### src/rtl/alu_exec_seq.sv
// Execution-stage ALU: single-cycle logic/arith ops and an iterative one-bit-per-cycle SLL,
// returning a registered result, zero and err flag over a valid/ready handshake.
module alu_exec_seq #(
  parameter int unsigned WIDTH = 32,
  parameter int unsigned SHW   = 5
) (
  input  logic             clk,
  input  logic             reset_n,
  input  logic             in_valid,
  output logic             in_ready,
  input  logic [2:0]       gout,
  input  logic [WIDTH-1:0] a,
  input  logic [WIDTH-1:0] b,
  input  logic [SHW-1:0]   shamt,
  output logic             out_valid,
  input  logic             out_ready,
  output logic [WIDTH-1:0] result,
  output logic             zero,
  output logic             err
);

  localparam logic [2:0] OP_AND = 3'b000;
  localparam logic [2:0] OP_OR  = 3'b001;
  localparam logic [2:0] OP_ADD = 3'b010;
  localparam logic [2:0] OP_NOR = 3'b011;
  localparam logic [2:0] OP_SLL = 3'b100;
  localparam logic [2:0] OP_ILL = 3'b101;
  localparam logic [2:0] OP_SUB = 3'b110;
  localparam logic [2:0] OP_SLT = 3'b111;

  typedef enum logic [1:0] {IDLE, SHIFT, DONE} state_t;

  state_t           state, state_nxt;
  logic [WIDTH-1:0] acc, acc_nxt;
  logic [SHW-1:0]   cnt, cnt_nxt;
  logic [WIDTH-1:0] result_nxt;
  logic             zero_nxt, err_nxt;
  logic [WIDTH-1:0] op_res, diff, acc_sh;
  logic             ovf;

  // Single-cycle datapath; SLL here only covers shamt=0, where the result is b itself.
  always_comb begin
    diff   = a - b;
    ovf    = (a[WIDTH-1] ^ b[WIDTH-1]) & (diff[WIDTH-1] ^ a[WIDTH-1]);
    acc_sh = {acc[WIDTH-2:0], 1'b0};
    op_res = '0;
    case (gout)
      OP_AND:  op_res = a & b;
      OP_OR:   op_res = a | b;
      OP_ADD:  op_res = a + b;
      OP_NOR:  op_res = ~(a | b);
      OP_SLL:  op_res = b;
      OP_SUB:  op_res = diff;
      OP_SLT:  op_res = WIDTH'(diff[WIDTH-1] ^ ovf);
      default: op_res = '0;
    endcase
  end

  always_comb begin
    state_nxt  = state;
    acc_nxt    = acc;
    cnt_nxt    = cnt;
    result_nxt = result;
    zero_nxt   = zero;
    err_nxt    = err;
    case (state)
      IDLE: begin
        if (in_valid) begin
          if (gout == OP_SLL && shamt != '0) begin
            acc_nxt   = b;
            cnt_nxt   = shamt;
            state_nxt = SHIFT;
          end else begin
            result_nxt = op_res;
            zero_nxt   = (op_res == '0);
            err_nxt    = (gout == OP_ILL);
            state_nxt  = DONE;
          end
        end
      end
      SHIFT: begin
        acc_nxt = acc_sh;
        cnt_nxt = cnt - SHW'(1);
        if (cnt == SHW'(1)) begin
          result_nxt = acc_sh;
          zero_nxt   = (acc_sh == '0);
          err_nxt    = 1'b0;
          state_nxt  = DONE;
        end
      end
      DONE: begin
        if (out_ready) state_nxt = IDLE;
      end
      default: state_nxt = IDLE;
    endcase
  end

  // Handshake flags are registered from the next state so they track it exactly.
  always_ff @(posedge clk) begin
    if (!reset_n) begin
      state     <= IDLE;
      in_ready  <= 1'b1;
      out_valid <= 1'b0;
      result    <= '0;
      zero      <= 1'b0;
      err       <= 1'b0;
      acc       <= '0;
      cnt       <= '0;
    end else begin
      state     <= state_nxt;
      in_ready  <= (state_nxt == IDLE);
      out_valid <= (state_nxt == DONE);
      result    <= result_nxt;
      zero      <= zero_nxt;
      err       <= err_nxt;
      acc       <= acc_nxt;
      cnt       <= cnt_nxt;
    end
  end

endmodule
### config.mk
export PLATFORM = sky130hd
export DESIGN_NAME = alu_exec_seq
export DESIGN_NICKNAME = d
export VERILOG_FILES = /design/src/rtl/alu_exec_seq.sv
export SDC_FILE = /design/constraint.sdc
export NUM_CORES = 1
export LEC_CHECK = 0
export CORE_MARGIN = 2
export CORE_UTILIZATION = 40
export CTS_CLUSTER_DIAMETER = 30
export DETAILED_ROUTE_END_ITERATION = 10
export PLACE_DENSITY = 0.63
export SLEW_MARGIN = 0
export SYNTH_ARGS = -nofsm -noshare
export SYNTH_HDL_FRONTEND = slang
export SYNTH_SLANG_ARGS = --single-unit
export TNS_END_PERCENT = 10
### constraint.sdc
create_clock -name clk -period 12.6 [get_ports clk]
set_input_delay 3.78 -clock clk [delete_from_list [all_inputs] [get_ports clk]]
set_output_delay 3.78 -clock clk [all_outputs]
set_load 0.02 [all_outputs]
==> results of run 1 <==
[synth_stat cells (14+ instances only)]
master / instances / area (µm²)
o21ai_0: 59 / 295.3
a22oi_1: 28 / 210.2
nor3_1: 34 / 170.2
o211ai_1: 24 / 180.2
clkbuf_1: 62 / 232.7
a31oi_1: 18 / 112.6
nand2_1: 141 / 529.3
nand4_1: 15 / 93.84
nand3_1: 28 / 140.1
a211oi_1: 26 / 195.2
ha_1: 105 / 1314
inv_1: 103 / 386.6
a21oi_1: 101 / 505.5
a21o_1: 14 / 105.1
dfxtp_1: 74 / 1481
and3_1: 17 / 106.4
nor4_1: 25 / 156.4
nor2_1: 152 / 570.6
a311oi_1: 29 / 254.0
o31ai_1: 16 / 120.1
xnor2_1: 40 / 350.3
[layer usage]
metal	wire (µm)	vias to the layer above	GRT usage (%)
met5	0	-	0
met4	1760	0	13.07
met3	2564	100	3.915
met2	17260	489	49.91
met1	15360	4986	37.37
li1	-	4961	-
[power by group through the flow]
stage	combinational, mW	clock (mW)	sequential, mW
after floorplan	0.262	0	0.276
after global placement	0.416	0	0.268
after global routing	0.460	0.249	0.264
after CTS	0.418	0.237	0.263
final	0.425	0.236	0.263
after detailed placement	0.416	0	0.268
[layout make-up]
| cell class | count | area [µm²] |
|---|---|---|
| Clock inverter | 6 | 43.79 |
| Tap cell | 319 | 399.1 |
| Multi-Input combinational cell | 1072 | 7152 |
| Sequential cell | 74 | 1481 |
| Timing Repair Buffer | 128 | 1234 |
| Clock buffer | 9 | 225.2 |
| Fill cell | 2432 | 12410 |
| Inverter | 103 | 386.6 |
[flip-flops by register name (all words and copies together) (netlist names)]
signal	flops
state	2
out_valid	1
in_ready	1
acc	31
zero	1
cnt	5
result	32
err	1
[cell families after synthesis]
group | synth area share [%]
simple gates | 24.22
compound gates | 31.58
buf+inv | 8.764
fa+ha+maj | 14.56
flops | 15.70
xor+xnor | 3.991
mux | 1.180
[stage by stage]
stage / total power [mW] / utilization [%] / std cells / hold slack, ns / instance area (µm²)
2_1_floorplan: 0.5372 / - / 1336 / 0.4572 / 9437
3_3_place_gp: 0.6833 / 45.66 / 1696 / 0.4521 / 10650
3_5_place_dp: 0.6832 / 45.66 / 1696 / 0.4563 / 10650
4_1_cts: 0.9176 / 46.81 / 1711 / 0.4646 / 10920
5_1_grt: 0.9743 / 46.81 / 1711 / 0.4837 / 10920
6_report: 0.9233 / 46.81 / 1711 / 0.4581 / 10920
[worst max path at each step]
stage	endpoint	startpoint	cells past startpoint
after floorplan	zero	b[3]	26
after global placement	zero	a[6]	26
after detailed placement	zero	b[6]	26
after CTS	zero	b[6]	26
after global routing	zero	b[6]	26
final	zero	b[6]	26
[tightest hold or removal path, delay by kind of cell, from the launching register on]
kind / cells / cell delay, ns
AO/OA/AOI/OAI: 1 / 0.05
AND/OR/NAND/NOR: 1 / 0.05
flip-flops: 1 / 0.31
==> flow_summary.toml, run 1 <==
[floorplan]
ios = 112
dieArea_um2 = 24840
rows = 56
fp.dieW_um = 157.6
coreArea_um2 = 23330
start_util_pct = 40.44
die_y_um = 157.6

[timing]
max_slew.worst_pin.slew_ns = 1.048
setup_ws_ns = 2.675
fmax_ghz = 0.1008
setup_viol_count_final = 0
rsz0062_at_grt = "false"
drv_slew = 0
clock_skew_ns = 0.005025
fin_crit_ns = 9.925
setup_tns_ns = 0
fin_crit_sh_pct = 78.77
hold_viol = 0
max_slew_margin_pct = 29.04

[route]
drt-total-wl_um = 36940
drt_iter0_drc = 964
dr.pass1.iters = 6
drc = 0
ant_nets = 0
vias_per_cell = 6.158
vias = 10540
wl_per_cell_um = 21.59

[critical_path]
critPathKind = "primary input to flip-flop"
rr_endpoint = "zero"
cp-end-kind = "flip-flop"
critPathArrivalTime_ns = 10.21
reg2regPathDepth = 10
crit_family = "simple AND/OR/NAND/NOR gates"
cp-start-kind = "primary input"
r2r-start = "state[0]"
critPathMaxFanout = 11
crit_buf_inv = 2
r2r_slack_ns = 9.78
slowest_stage = "clkdlybuf4s50_1"
cpPeakStageDelay_ns = 0.53
required_ns = 12.88

[synth]
synth-main-ff-cell = "dfxtp_1"
synth_edf_count = 0
syn-num-nets = 1520
synth-warning-count = 0
synth_cell_types = 92
seq_area_frac_synth_pct = 15.70
syn_inst = 1336
netlist_area_um2 = 9437
async_reset_ff_share_pct = 0
ys_seq_elements = 74
syn_avg_cell_area_um2 = 7.063

[grt]
antenna_found_initial = 0
grt_pass1_wl_um = 56700
grt_max_degree = 76
grt_usage_pct = 29.47
grt.overflow.total = 0
grt_pass1_vias = 9993

[clock_network]
ctsHtreeMaxLevel = 3
hold_buffers = 0
clock-sinks = 74
clk_path_buf_depth = 2
cts-buffers-inserted = 9
cts_resized = 0
cts_root_buf = "clkbuf_16"
postCtsSetupRepairBufs = 0
clkLatencyLatePin_ns = 0.34
cts_tree = "done"
clk_pin_slew_ns = 0.06

[power_and_ir_drop]
combPwrFrac_pct = 46.0
p_clk_share_pct = 25.5
p_seq_share_pct = 28.5
p_per_area_nw_per_um2 = 84.53
irDropWorstVdd_mv = 0.06693
internal_power_uw = 543.9
swShare_pct = 41.09
p_leak_nw = 4.432
power.switching_uw = 379.3

[min_path]
hold_start = "result[25]"
hold_path_class = "flip-flop to flip-flop"
holdPathStages = 2
hold_end = "result[25]"

[cells_and_area]
fin_nets = 1572
diodes = 0
final_common_cell = "nor2_1"
synthToLayoutAreaGrowth_pct = 15.74
final_cell_mix = "nor2_1, nand2_1, clkdlybuf4s50_1, ha_1, inv_1"
drive_above_1_share_pct = 4.957

[place]
dp_hpwl_um = 27770
port_buffers = 111
dp_slack_ns = 2.508
place_congestion = 0.9661

[run_status]
status = "completed"

[run]
maxCapViolations = 0
Note: power is estimated with default switching activity, not from simulation.
==> inputs of run 2 (changes only) <==
- PLACE_DENSITY: 0.63 -> 0.66
- clock period: 12.6 -> 7.95 ns (I/O delays scaled with it)
==> flow_summary.toml, run 2 (synthesis gave the netlist of run 1 again) <==
[run]
maxCapViolations = 0

[route]
vias = 10850
drt_iter0_drc = 1067
wl_per_cell_um = 20.94
drt-total-wl_um = 37790
vias_per_cell = 6.010
dr.pass1.iters = 6
ant_nets = 0
drc = 0

[place]
dp_hpwl_um = 29400
place_congestion = 1.031
dp_slack_ns = -0.4648
place_inst = 1787
placement.cell_area_um2 = 11330
port_buffers = 111

[grt]
grt_pass1_vias = 9994
antenna_found_initial = 0
grt_usage_pct = 30.09
grt.overflow.total = 0
grt_pass1_wl_um = 57530
grt_max_degree = 77

[run_status]
status = "completed"

[power_and_ir_drop]
internal_power_mw = 1.003
p_leak_nw = 4.930
combPwrFrac_pct = 45.0
power.switching_uw = 630.7
p_seq_share_pct = 25.4
swShare_pct = 38.60
irDropWorstVdd_mv = 0.09377
p_clk_share_pct = 29.6
total_power_mw = 1.634
p_per_area_nw_per_um2 = 138.7

[critical_path]
critPathKind = "primary input to flip-flop"
slowest_stage = "or4b_4"
cpPeakStageDelay_ns = 0.53
crit_buf_inv = 3
path_common_cell = "o21ai_1"
critPathMaxFanout = 11
critPathArrivalTime_ns = 8.05
cp-start-kind = "primary input"
required_ns = 8.24
cp-end-kind = "flip-flop"
crit_family = "simple AND/OR/NAND/NOR gates"

[clock_network]
cts-buffers-inserted = 9
clk_path_buf_depth = 2
clkLatencyLatePin_ns = 0.35
cts_tree = "done"
ctsHtreeMaxLevel = 3
clock-sinks = 74
clk_pin_slew_ns = 0.06
cts_root_buf = "clkbuf_16"

[timing]
max_slew_margin_pct = 34.68
fin_crit_ns = 7.758
setup_ws_ns = 0.1922
max_slew.worst_pin.slew_ns = 0.9646
holdWs_ns = 0.4563
setup_viol_count_final = 0
hold_viol = 0
fin_crit_sh_pct = 97.58
fmax_ghz = 0.1289
clock_skew_ns = 0.007204
drv_slew = 0

[cells_and_area]
top_regs = "result (32), acc (31), cnt (5)"
largest-register = "result"
fin_cells = 1805
fin_nets = 1665
fin_area_um2 = 11780
synthToLayoutAreaGrowth_pct = 24.86
final_common_cell = "nor2_1"
diodes = 0
largest_register_ffs = 32
drive_above_1_share_pct = 11.78
final_cell_mix = "nor2_1, nand2_1, clkdlybuf4s50_1, buf_4"

[floorplan]
dieArea_um2 = 24840
fp.dieW_um = 157.6
start_util_pct = 40.44
ios = 112
coreArea_um2 = 23330
die_y_um = 157.6
rows = 56

[min_path]
hold_path_class = "flip-flop to flip-flop"
run 2: changes by cell type in the layout (fill, tap and decap cells not counted), sizes merged:
cell / delta
inv: +1
clkinvlp: -3
bufinv: +3
buf: +93
run 2: final timing paths:
kind,startpoint,to,slack (ns),cells past startpoint
min,result[25],result[25],0.46,2
max reg2reg,state[1],zero,4.55,11
min reg2reg,result[25],result[25],0.46,2
max,a[4],zero,0.19,27
run 2: power groups by stage:
stage               Combinational (mW)  Clock (mW)  Sequential (mW)
floorplan                        0.415           0            0.437
global placement                 0.708           0            0.423
detailed placement               0.710           0            0.423
CTS                              0.716       0.487            0.415
global route                     0.791       0.506            0.419
finish                           0.735       0.484            0.416
run 2: stage by stage:
stage	utilization, %	setup TNS [ns]
6_report	50.50	0
2_1_floorplan	-	0
3_3_place_gp	48.56	-0.3630
4_1_cts	50.09	0
5_1_grt	50.50	-0.05271
3_5_place_dp	48.56	-0.4648
run 2: repair_timing:
item | 4_1_cts | 5_1_grt
hold buffers | 0 | 0
setup endpoints to repair | 1 | 1
pin swaps | 0 | 9
gates cloned | 0 | 0
resized for setup | 1 | 15
setup buffers | 0 | 2
run 2: routing by layer:
metal / vias up / track usage [%] / part of all wire (%) / wire, µm
li1: 5147 / - / - / -
met1: 5096 / 39.31 / 42 / 15900
met2: 506 / 49.32 / 46 / 17340
met3: 99 / 3.175 / 6.5 / 2470
met4: 0 / 15.02 / 5.5 / 2078
met5: - / 0 / 0 / 0
run 2: area by class of cell:
type	count	area, µm²
clock buffers	9	225.2
clock inverters	7	123.9
fillers	2378	11550
inverters	103	386.6
multi-input cells	1072	7231
flip-flops and latches	74	1481
well taps	319	399.1
repair buffers	221	1936
run 2: worst register-to-register path, delay by kind of cell (launching register included):
family                 cells  cell delay [ns]
flip-flops                 1             0.42
AND/OR/NAND/NOR            8             1.99
AO/OA/AOI/OAI              1             0.18
buffers and inverters      2             0.75
==> inputs of run 3 (changes only) <==
- ABC_AREA: not set -> 1
- PLACE_DENSITY: 0.66 -> 0.65
- TNS_END_PERCENT: 10 -> not set
==> flow_summary.toml, run 3 <==
[grt]
grt.busiest_layer = "met2"
grtUsageMet1_pct = 40.78
grt_usage_pct = 29.95
grt_pass1_wl_um = 60310
grt_max_degree = 62
antenna_found_initial = 1
use_met3_pct = 4.208
grt.overflow.total = 0
grt_pass1_vias = 10700
use_met2_pct = 49.33

[route]
drt-total-wl_um = 39000
ant_nets = 0
vias = 11410
drt_iter0_drc = 1113
dr.pass1.iters = 5
wl_per_cell_um = 18.54
vias_per_cell = 5.424
drc = 0

[timing]
max_slew_margin_pct = 31.37
fin_crit_sh_pct = 74.04
hold_viol = 0
holdWs_ns = 0.4632
rsz0062_at_grt = "false"
setup_viol_count_final = 0
fin_crit_ns = 5.887
drv_slew = 0
max_slew.worst_pin.slew_ns = 1.028
clock_skew_ns = 0.008437
setup_tns_ns = 0
fmax_ghz = 0.1699

[synth]
synth.area.top_cells = "nand2_1, dfxtp_1, ha_1"
syn_inst = 1713
synth_top_area_share_pct = 19.18
syn_avg_cell_area_um2 = 5.690
ys_seq_elements = 74
synth_common_cells = "nand2_1, inv_1, nor2_1"
netlist_area_um2 = 9747
seq_area_frac_synth_pct = 15.20
synth_cell_types = 44
synth-warning-count = 0
synth.most_common_cell = "nand2_1"
async_reset_ff_share_pct = 0
synth_edf_count = 0
post-synth-top-area-cell = "nand2_1"
synth-main-ff-cell = "dfxtp_1"
syn-num-nets = 1897

[power_and_ir_drop]
p_per_area_nw_per_um2 = 132.3
p_leak_nw = 5.655
irDropWorstVdd_mv = 0.1025

[cells_and_area]
top_regs = "result (32), acc (31), cnt (5)"
drive_above_1_share_pct = 3.825
final_common_cell = "nand2_1"
utilization_pct = 46.75
largest-register = "result"
synthToLayoutAreaGrowth_pct = 15.61
final_cell_mix = "nand2_1, inv_1, nor2_1, nand3_1, clkdlybuf4s50_1"
fin_nets = 1957
fin_area_um2 = 11270
largest_register_ffs = 32

[floorplan]
fp.dieW_um = 160.1
dieArea_um2 = 25630
ios = 112
start_util_pct = 40.43
die_y_um = 160.1
rows = 57
coreArea_um2 = 24110

[clock_network]
ctsHtreeMaxLevel = 3
clk_pin_slew_ns = 0.06
cts_root_buf = "clkbuf_16"
hold_buffers = 0
cts_resized = 0
cts_tree = "done"
clkLatencyLatePin_ns = 0.34
clock-sinks = 74
postCtsSetupRepairBufs = 0
clk_path_buf_depth = 2
cts-buffers-inserted = 9

[critical_path]
rr_endpoint = "result[9]"
r2r_slack_ns = 5.46
critPathArrivalTime_ns = 6.17
critPathKind = "primary input to flip-flop"
critPathMaxFanout = 8
cp-start-kind = "primary input"
required_ns = 8.23
reg2regPathDepth = 8
r2r-start = "state[0]"
cp-end-kind = "flip-flop"

[min_path]
hold_end = "result[5]"
holdPathStages = 2
hold_path_class = "flip-flop to flip-flop"
hold_start = "result[5]"

[run]
maxCapViolations = 0

[place]
placement.cell_area_um2 = 10960
place_congestion = 1.055
port_buffers = 111
dp_hpwl_um = 31070

[run_status]
status = "completed"
## run 3: worst max-delay path by stage
stage	slack (ns)	depth (start not counted)	startpoint	endpoint
after floorplan	3.01	25	a[19]	zero
after global placement	1.85	25	b[13]	zero
after detailed placement	1.81	25	b[3]	zero
after CTS	2.16	25	b[3]	zero
after global routing	1.80	25	b[3]	zero
final	2.06	23	b[18]	zero
## run 3: per-layer routing
layer  up-vias  part of all wire [%]
met4         0                   2.6
met3        72                   7.7
met1      5231                    45
li1       5629                     -
met5         -                     0
met2       474                    45
## run 3: logic make-up after synthesis
kind of cell	after synthesis	synth area share [%]
compound gates	305	18.52
xor+xnor	2	0.1798
fa+ha+maj	108	14.10
buf+inv	365	15.10
flops	74	15.20
simple gates	859	36.91
## run 3: cell type report
| type | instances | area [µm²] |
|---|---|---|
| multi-input cells | 1274 | 6802 |
| clock inverters | 7 | 77.57 |
| inverters | 296 | 1111 |
| diodes | 1 | 2.502 |
| well taps | 324 | 405.4 |
| clock buffers | 9 | 225.2 |
| flip-flops and latches | 74 | 1481 |
| repair buffers | 118 | 1164 |
| fillers | 2709 | 12840 |
## run 3: power breakdown
part	leakage (nW)	internal [mW]	switching, mW
Sequential	0.606	0.398	0.0187
Combinational	4.90	0.217	0.436
Clock	0.146	0.246	0.174
## run 3: through the flow
stage               setup WS [ns]  std cells  power, mW
floorplan                   3.014       1713     0.8255
global placement            1.854       2086      1.060
detailed placement          1.812       2086      1.062
CTS                         2.156       2102      1.485
global route                1.803       2102      1.581
finish                      2.063       2103      1.490
## run 3: critical path, cell delays in order
cell	delay [ns]
clkdlybuf4s50_1	0.63
inv_1	0.11
ha_1	0.43
o21ai_0	0.41
a21oi_1	0.21
nand2_1	0.12
a21oi_1	0.08
nand2_1	0.06
nand2_1	0.06
nand2_1	0.08
a21oi_1	0.10
fa_1	0.41
nand4_1	0.10
nand4_1	0.13
nor2_1	0.10
nand3_1	0.08
nor2_1	0.11
nand3_1	0.09
nor2_1	0.12
nand3_1	0.08
nor2_1	0.11
nand2_1	0.07
a21oi_2	0.10
